==> src/rtl/bw_dcache_pkg.sv <==
// Shared types and pseudo-LRU tree helpers for the BlackWidow dcache way-selection logic.
// Tree nodes use heap order (node i has children 2i+1 and 2i+2); a node bit of 0 steers the victim left.
package bw_dcache_pkg;

   typedef enum logic [0:0] {
      IDLE = 1'b0,
      FILL = 1'b1
   } dcway_state_t;

   // Galois taps for x^16 + x^14 + x^13 + x^11 + 1 (right-shifting form).
   localparam logic [15:0] LFSR_TAPS = 16'hB400;

   // Helpers are sized for the largest supported cache (8 ways, 7 tree nodes).
   localparam int PLRU_MAX_NODES = 7;
   localparam int PLRU_MAX_LEVELS = 3;

   // Point every node on way's path away from it; levels = log2(ways).
   function automatic logic [PLRU_MAX_NODES-1:0] plru_touch(
      input logic [PLRU_MAX_NODES-1:0]  tree,
      input logic [PLRU_MAX_LEVELS-1:0] way,
      input int                         levels
   );
      logic [PLRU_MAX_NODES-1:0]  t;
      logic [PLRU_MAX_LEVELS-1:0] idx;
      logic [PLRU_MAX_LEVELS-1:0] wsh;
      t   = tree;
      idx = 3'd0;
      wsh = way << (PLRU_MAX_LEVELS - levels);
      for (int l = 0; l < PLRU_MAX_LEVELS; l++) begin
         if (l < levels) begin
            t[idx] = ~wsh[2];
            idx    = {idx[1:0], 1'b0} + 3'd1 + {2'b00, wsh[2]};
            wsh    = {wsh[1:0], 1'b0};
         end else begin
            t = t;
         end
      end
      return t;
   endfunction

   // Point every node on way's path toward it, making it the next victim.
   function automatic logic [PLRU_MAX_NODES-1:0] plru_point(
      input logic [PLRU_MAX_NODES-1:0]  tree,
      input logic [PLRU_MAX_LEVELS-1:0] way,
      input int                         levels
   );
      logic [PLRU_MAX_NODES-1:0]  t;
      logic [PLRU_MAX_LEVELS-1:0] idx;
      logic [PLRU_MAX_LEVELS-1:0] wsh;
      t   = tree;
      idx = 3'd0;
      wsh = way << (PLRU_MAX_LEVELS - levels);
      for (int l = 0; l < PLRU_MAX_LEVELS; l++) begin
         if (l < levels) begin
            t[idx] = wsh[2];
            idx    = {idx[1:0], 1'b0} + 3'd1 + {2'b00, wsh[2]};
            wsh    = {wsh[1:0], 1'b0};
         end else begin
            t = t;
         end
      end
      return t;
   endfunction

   // Walk from the root following node bits; the way index builds up MSB first.
   function automatic logic [PLRU_MAX_LEVELS-1:0] plru_victim(
      input logic [PLRU_MAX_NODES-1:0] tree,
      input int                        levels
   );
      logic [PLRU_MAX_LEVELS-1:0] idx;
      logic [PLRU_MAX_LEVELS-1:0] w;
      idx = 3'd0;
      w   = 3'd0;
      for (int l = 0; l < PLRU_MAX_LEVELS; l++) begin
         if (l < levels) begin
            w   = {w[1:0], tree[idx]};
            idx = {idx[1:0], 1'b0} + 3'd1 + {2'b00, tree[idx]};
         end else begin
            w = w;
         end
      end
      return w;
   endfunction

endpackage

==> src/rtl/bw_dcache_lfsr16.sv <==
// Free-running 16-bit Galois LFSR, loaded with SEED while rst is high.
module bw_dcache_lfsr16
   import bw_dcache_pkg::*;
#(
   parameter logic [15:0] SEED = 16'hACE1
) (
   input  logic        clk,
   input  logic        rst,
   output logic [15:0] q
);

   // Shift right, folding the outgoing bit back through the taps.
   always_ff @(posedge clk) begin
      if (rst) begin
         q <= SEED;
      end else begin
         q <= {1'b0, q[15:1]} ^ (q[0] ? LFSR_TAPS : 16'h0000);
      end
   end

endmodule

==> src/rtl/bw_dcache_way_sel.sv <==
// Dcache way selection / replacement: victim choice on miss, write way for store hits and fills.
// Build option BW_DCACHE_PLRU_EN selects tree pseudo-LRU; otherwise the LFSR picks the policy victim.
module bw_dcache_way_sel
   import bw_dcache_pkg::*;
#(
   parameter int          WAYS      = 4,
   parameter int          SETS      = 64,
   parameter logic [15:0] LFSR_SEED = 16'hACE1
) (
   input  logic                    clk,
   input  logic                    rst,
   input  logic                    acc_v,
   input  logic                    acc_store,
   input  logic [$clog2(SETS)-1:0] acc_set,
   input  logic                    hit,
   input  logic [$clog2(WAYS)-1:0] hit_way,
   input  logic [WAYS-1:0]         way_valid,
   input  logic                    miss_v,
   output logic                    miss_rdy,
   input  logic                    fill_done,
   input  logic                    inv_v,
   input  logic [$clog2(WAYS)-1:0] inv_way,
   output logic [$clog2(WAYS)-1:0] wway,
   output logic                    wway_v
);

   localparam int WAY_W = $clog2(WAYS);
   localparam int SET_W = $clog2(SETS);

   dcway_state_t     state_r;
   logic [SET_W-1:0] fill_set_r;
   logic [WAY_W-1:0] fill_way_r;
   logic [WAY_W-1:0] wway_r;
   logic             wway_v_r;
   logic [WAY_W-1:0] victim_s;
   logic [WAY_W-1:0] policy_victim_s;
   logic [15:0]      lfsr_q;
   logic             unused_bits;

   bw_dcache_lfsr16 #(.SEED(LFSR_SEED)) u_lfsr (
      .clk (clk),
      .rst (rst),
      .q   (lfsr_q)
   );

`ifdef BW_DCACHE_PLRU_EN
   logic [WAYS-2:0]           tree_r [SETS];
   logic                      touch_en_s;
   logic [SET_W-1:0]          touch_set_s;
   logic [WAY_W-1:0]          touch_way_s;
   logic [WAYS-2:0]           touch_tree_s;
   logic [WAYS-2:0]           inv_tree_s;
   logic [PLRU_MAX_NODES-1:0] t_touch_s, t_inv_s, t_vic_s;
   logic [PLRU_MAX_NODES-1:0] n_touch_s, n_inv_s;
   logic [PLRU_MAX_LEVELS-1:0] w_touch_s, w_inv_s, w_vic_s;

   // Which set/way gets a touch this cycle: an IDLE hit, or the fill way on completion.
   always_comb begin
      touch_en_s  = 1'b0;
      touch_set_s = acc_set;
      touch_way_s = hit_way;
      case (state_r)
         IDLE: begin
            touch_en_s = acc_v && hit && !miss_v;
         end
         FILL: begin
            if (fill_done) begin
               touch_en_s  = 1'b1;
               touch_set_s = fill_set_r;
               touch_way_s = fill_way_r;
            end else begin
               touch_en_s = 1'b0;
            end
         end
         default: begin
            touch_en_s = 1'b0;
         end
      endcase
   end

   // Widen the per-set trees to the helper width and back.
   always_comb begin
      t_touch_s = '0;
      t_inv_s   = '0;
      t_vic_s   = '0;
      w_touch_s = '0;
      w_inv_s   = '0;
      t_touch_s[WAYS-2:0] = tree_r[touch_set_s];
      t_inv_s[WAYS-2:0]   = tree_r[acc_set];
      t_vic_s[WAYS-2:0]   = tree_r[acc_set];
      w_touch_s[WAY_W-1:0] = touch_way_s;
      w_inv_s[WAY_W-1:0]   = inv_way;
      n_touch_s = plru_touch(t_touch_s, w_touch_s, WAY_W);
      n_inv_s   = plru_point(t_inv_s, w_inv_s, WAY_W);
      w_vic_s   = plru_victim(t_vic_s, WAY_W);
      touch_tree_s    = n_touch_s[WAYS-2:0];
      inv_tree_s      = n_inv_s[WAYS-2:0];
      policy_victim_s = w_vic_s[WAY_W-1:0];
   end

   // Replacement state update; an invalidate wins over a touch of the same set.
   always_ff @(posedge clk) begin
      for (int s = 0; s < SETS; s++) begin
         if (rst) begin
            tree_r[s] <= '0;
         end else if (inv_v && (acc_set == SET_W'(s))) begin
            tree_r[s] <= inv_tree_s;
         end else if (touch_en_s && (touch_set_s == SET_W'(s))) begin
            tree_r[s] <= touch_tree_s;
         end else begin
            tree_r[s] <= tree_r[s];
         end
      end
   end
`else
   assign policy_victim_s = lfsr_q[WAY_W-1:0];
`endif

   assign unused_bits = ^{lfsr_q, inv_way, fill_way_r};

   // Lowest-index invalid way beats the replacement policy.
   always_comb begin
      victim_s = policy_victim_s;
      for (int i = WAYS - 1; i >= 0; i--) begin
         victim_s = way_valid[i] ? victim_s : WAY_W'(i);
      end
   end

   // IDLE/FILL sequencing of the write way.
   always_ff @(posedge clk) begin
      if (rst) begin
         state_r    <= IDLE;
         fill_set_r <= '0;
         fill_way_r <= '0;
         wway_r     <= '0;
         wway_v_r   <= 1'b0;
      end else begin
         case (state_r)
            IDLE: begin
               if (miss_v) begin
                  wway_r     <= victim_s;
                  wway_v_r   <= 1'b1;
                  fill_set_r <= acc_set;
                  fill_way_r <= victim_s;
                  state_r    <= FILL;
               end else if (acc_v && hit && acc_store && !inv_v) begin
                  wway_r <= hit_way;
               end else begin
                  wway_r <= wway_r;
               end
            end
            FILL: begin
               // A store to the set being filled must not steal the fill way.
               if (acc_v && hit && acc_store && (acc_set != fill_set_r)) begin
                  wway_r <= hit_way;
               end else begin
                  wway_r <= wway_r;
               end
               if (fill_done) begin
                  wway_v_r <= 1'b0;
                  state_r  <= IDLE;
               end else begin
                  state_r <= FILL;
               end
            end
            default: begin
               wway_v_r <= 1'b0;
               state_r  <= IDLE;
            end
         endcase
      end
   end

   assign wway     = wway_r;
   assign wway_v   = wway_v_r;
   assign miss_rdy = (state_r == IDLE);

endmodule

==> config.mk <==
export PLATFORM = sky130hd
export DESIGN_NAME = bw_dcache_way_sel
export DESIGN_NICKNAME = d
export VERILOG_FILES = /design/src/rtl/bw_dcache_pkg.sv /design/src/rtl/bw_dcache_lfsr16.sv /design/src/rtl/bw_dcache_way_sel.sv
export SDC_FILE = /design/constraint.sdc
export NUM_CORES = 1
export LEC_CHECK = 0
export CORE_MARGIN = 1
export CORE_UTILIZATION = 40
export DETAILED_ROUTE_END_ITERATION = 12
export DONT_BUFFER_PORTS = 1
export HOLD_SLACK_MARGIN = 0.1
export PLACE_DENSITY = 0.66
export SLEW_MARGIN = 5
export SYNTH_ARGS = -nofsm -noshare
export SYNTH_HDL_FRONTEND = slang
export SYNTH_HIERARCHICAL = 1
export SYNTH_SLANG_ARGS = --single-unit
==> constraint.sdc <==
create_clock -name clk -period 1.2 [get_ports clk]
set_clock_uncertainty 0.05 [all_clocks]
set_input_delay 0.12 -clock clk [delete_from_list [all_inputs] [get_ports clk]]
set_output_delay 0.12 -clock clk [all_outputs]
set_load 0.05 [all_outputs]
==> key figures <==
Detailed routing
  • # DRC: 0
  • DRT Pass-1 Iters: 4
  • Post-route ant nets: 0
  • Vias: 672
  • Avg Vias per Cell: 4.87
  • Detailed-route wire length: 1.60 mm
  • WL/cell: 11.6 um
  • Iteration-0 DRC Markers: 7

Global route
  • Initial antenna violation count: 0
  • GRT Resource Usage Total: 13.2%
  • Number of global-route vias before repair: 628
  • Global route overflow: 0
  • Largest net degree at the start of global routing: 27
  • Global-route wire length before repair: 2.60 mm

Clock tree
  • Post-CTS setup repair buffer count: 0
  • Clk buf depth: 2
  • TritonCTS sink count: 26
  • CTS tree: yes
  • Worst-path clk slew: 0.13 ns
  • CTS Hold Bufs: 7
  • Total CTS buffers: 3
  • H-tree Lvls: 1
  • Root Buffer: clkbuf_4
  • Worst-Skew Late Latency: 0.31 ns

STA
  • Max-slew headroom: 84.8%
  • Final Hold Fails: 19
  • Fin crit share: 99.7%
  • Worst hold slack: -0.202 ns
  • Fmax: 0.836 GHz
  • Setup violators final: 0
  • Setup TNS: 0 ns
  • Slew at the pin closest to its max-slew limit: 0.228 ns
  • Final Max Slew Viols: 0
  • RSZ-0062 raised after global routing: yes
  • Crit path time final: 1.20 ns

Die
  • # rows: 17
  • Area of the die: 0.00268 mm^2
  • Die H: 51.7 um
  • Core Area: 0.00228 mm^2
  • Top Ports: 26
  • Starting Density: 43.5%
  • Die W: 51.7 um

Cells and area
  • Fin util: 52.3%
  • Diodes inserted: 0
  • Most common cell after layout, fill and taps aside: dfxtp_1
  • Fraction of layout instances using a drive strength above 1: 27.3%
  • Nets@finish: 134
  • Storage element area: 529 um^2
  • Commonest non-fill, non-tap cells in the layout: dfxtp_1 (19), nand2_1 (16), a21oi_1 (8)
  • Area occupied by multi-input gates: 485 um^2
  • # fillers: 205
  • Layout area overhead: 20.2%

Synth
  • Yosys reg bits: 26
  • Synth unique cells: 26
  • Mapped cell area: 990 um^2
  • Sequential element share of the synthesized area: 52.6%
  • Post-synthesis mux area share: 0%
  • Synth Area in Compound Gates: 11.6%
  • Syn nets: 120
  • Largest family of logic cells by synthesized area: simple AND/OR/NAND/NOR gates
  • XOR/XNOR Fraction of Synth Area: 7.96%
  • Adder-Cell Fraction of Synth Area: 0%
  • Synth Instances: 98
  • Syn Area/Cell: 10.1 um^2
  • Yosys warning count: 6
  • Post-Synth Simple-Gate Area: 24.4%

Placement
  • GPL Wtd Cong: 0.648
  • I/O Buffers: 0
  • DP HPWL: 1.09 mm

Power and ir drop
  • Peak supply drop: 1.19 mV
  • Reg power frac: 61.9%
  • Pwr per Cell Area: 1300 mW/mm^2
  • Switching fraction of total power: 24.4%
  • Comb power frac: 15.5%
  • Int Pwr: 1.17 mW
  • Leakage: 0.486 nW
  • Psw: 379 uW
  • Clk pwr share: 22.6%

Hold path
  • Worst hold-check path type: primary input to register
  • Hold path start: rst

Setup path
  • Worst setup path start: fill_set_r[2]
  • Worst r2r src: fill_set_r[2]
  • Data arrival, critical path: 1.36 ns
  • CP endpoint kind: register
  • CP Launch Type: register
  • CP max FO: 4
  • Kind of critical path: register to register
  • Data required, critical path: 1.36 ns

Status
  • Status: complete, but fails checks
  • Failing checks: negative hold slack

Flow run
  • Max-cap violation count: 0
-- worst max-delay path, cell delays in order (launching register included) --
cell and delay (ns):
dfxtp_2 0.36, xnor2_2 0.14, nand3_1 0.14, o22ai_4 0.19, nor2b_4 0.18, nor3_2 0.04
-- what timing repair did --
item                                    4_1_cts  5_1_grt
resized for setup                             3       10
pin swaps                                     5        4
hold endpoints to repair                     26       19
endpoints found under the setup margin        1        2
-- stage by stage --
step	hold WS (ns)	std cells	total power [mW]	instance area, um^2	worst slack [ns]
finish	-0.202	138	1.55	1190	0.00350
global route	-0.217	138	1.62	1190	-0.0771
CTS	-0.213	138	1.56	1140	-0.0198
detailed placement	0.137	128	1.18	1040	-0.00508
global placement	0.135	128	1.18	1040	0.0237
floorplan	0.206	98	1.15	993	0.0708
-- final cells by class --
type | count | area share, %
Clock buffer | 3 | 1.89
Timing Repair Buffer | 12 | 9.04
Multi-Input combinational cell | 67 | 40.8
Tap cell | 28 | 2.94
Sequential cell | 26 | 44.5
Inverter | 2 | 0.841
-- routing by layer --
| layer | global-route usage, % | share of wire [%] |
|---|---|---|
| met5 | 0 | 0 |
| met4 | 1.35 | 0 |
| met3 | 5.56 | 5.4 |
| met2 | 24.5 | 51 |
| met1 | 14.4 | 43 |
-- power by group through the flow --
stage	registers (mW)	clock network, mW	logic [mW]
finish	0.961	0.350	0.241
global route	0.969	0.386	0.264
CTS	0.956	0.374	0.228
detailed placement	0.974	0	0.208
global placement	0.973	0	0.203
floorplan	0.997	0	0.155
-- logic make-up (layout without fill, tap and decap cells) --
group | Yosys count | in the layout
AOI/OAI and AO/OA | 15 | 15
and+or+nand+nor | 43 | 43
xor gates and xnor gates | 9 | 9
buffers and inverters | 5 | 17
DFF | 26 | 26
-- sequential cells by signal, indices dropped and copies added (netlist names) --
register,count
u_lfsr/q,16
wway_v,1
fill_set_r,6
wway,2
state_r,1
-- cell usage after synthesis (all sizes together) --
library cell / instances / area share (%)
nand2: 17 / 6.7
o22ai: 1 / 2.0
nor3: 1 / 1.0
xnor2: 9 / 8.0
buf: 2 / 2.3
a211oi: 1 / 1.3
nand3b: 1 / 0.76
nand4: 2 / 1.3
and2b: 6 / 4.6
nor2b: 3 / 2.9
o21ai: 2 / 1.0
or2: 6 / 3.8
nand2b: 2 / 1.3
inv: 2 / 0.76
dfxtp: 26 / 53
nand3: 2 / 1.0
nor2: 3 / 1.1
clkbuf: 1 / 0.38
a21oi: 10 / 6.6
a21o: 1 / 0.76
-- worst paths after layout --
| check | cells past startpoint | end | slack, ns |
|---|---|---|---|
| worst min-delay path | 1 | fill_set_r[3] | -0.20 |
| worst min register to register | 1 | u_lfsr/q[6] | 0.37 |
| worst max register to register | 5 | wway[0] | 0.003 |
| worst max-delay path | 5 | wway[0] | 0.003 |
Power figures use the tool's default switching activity.
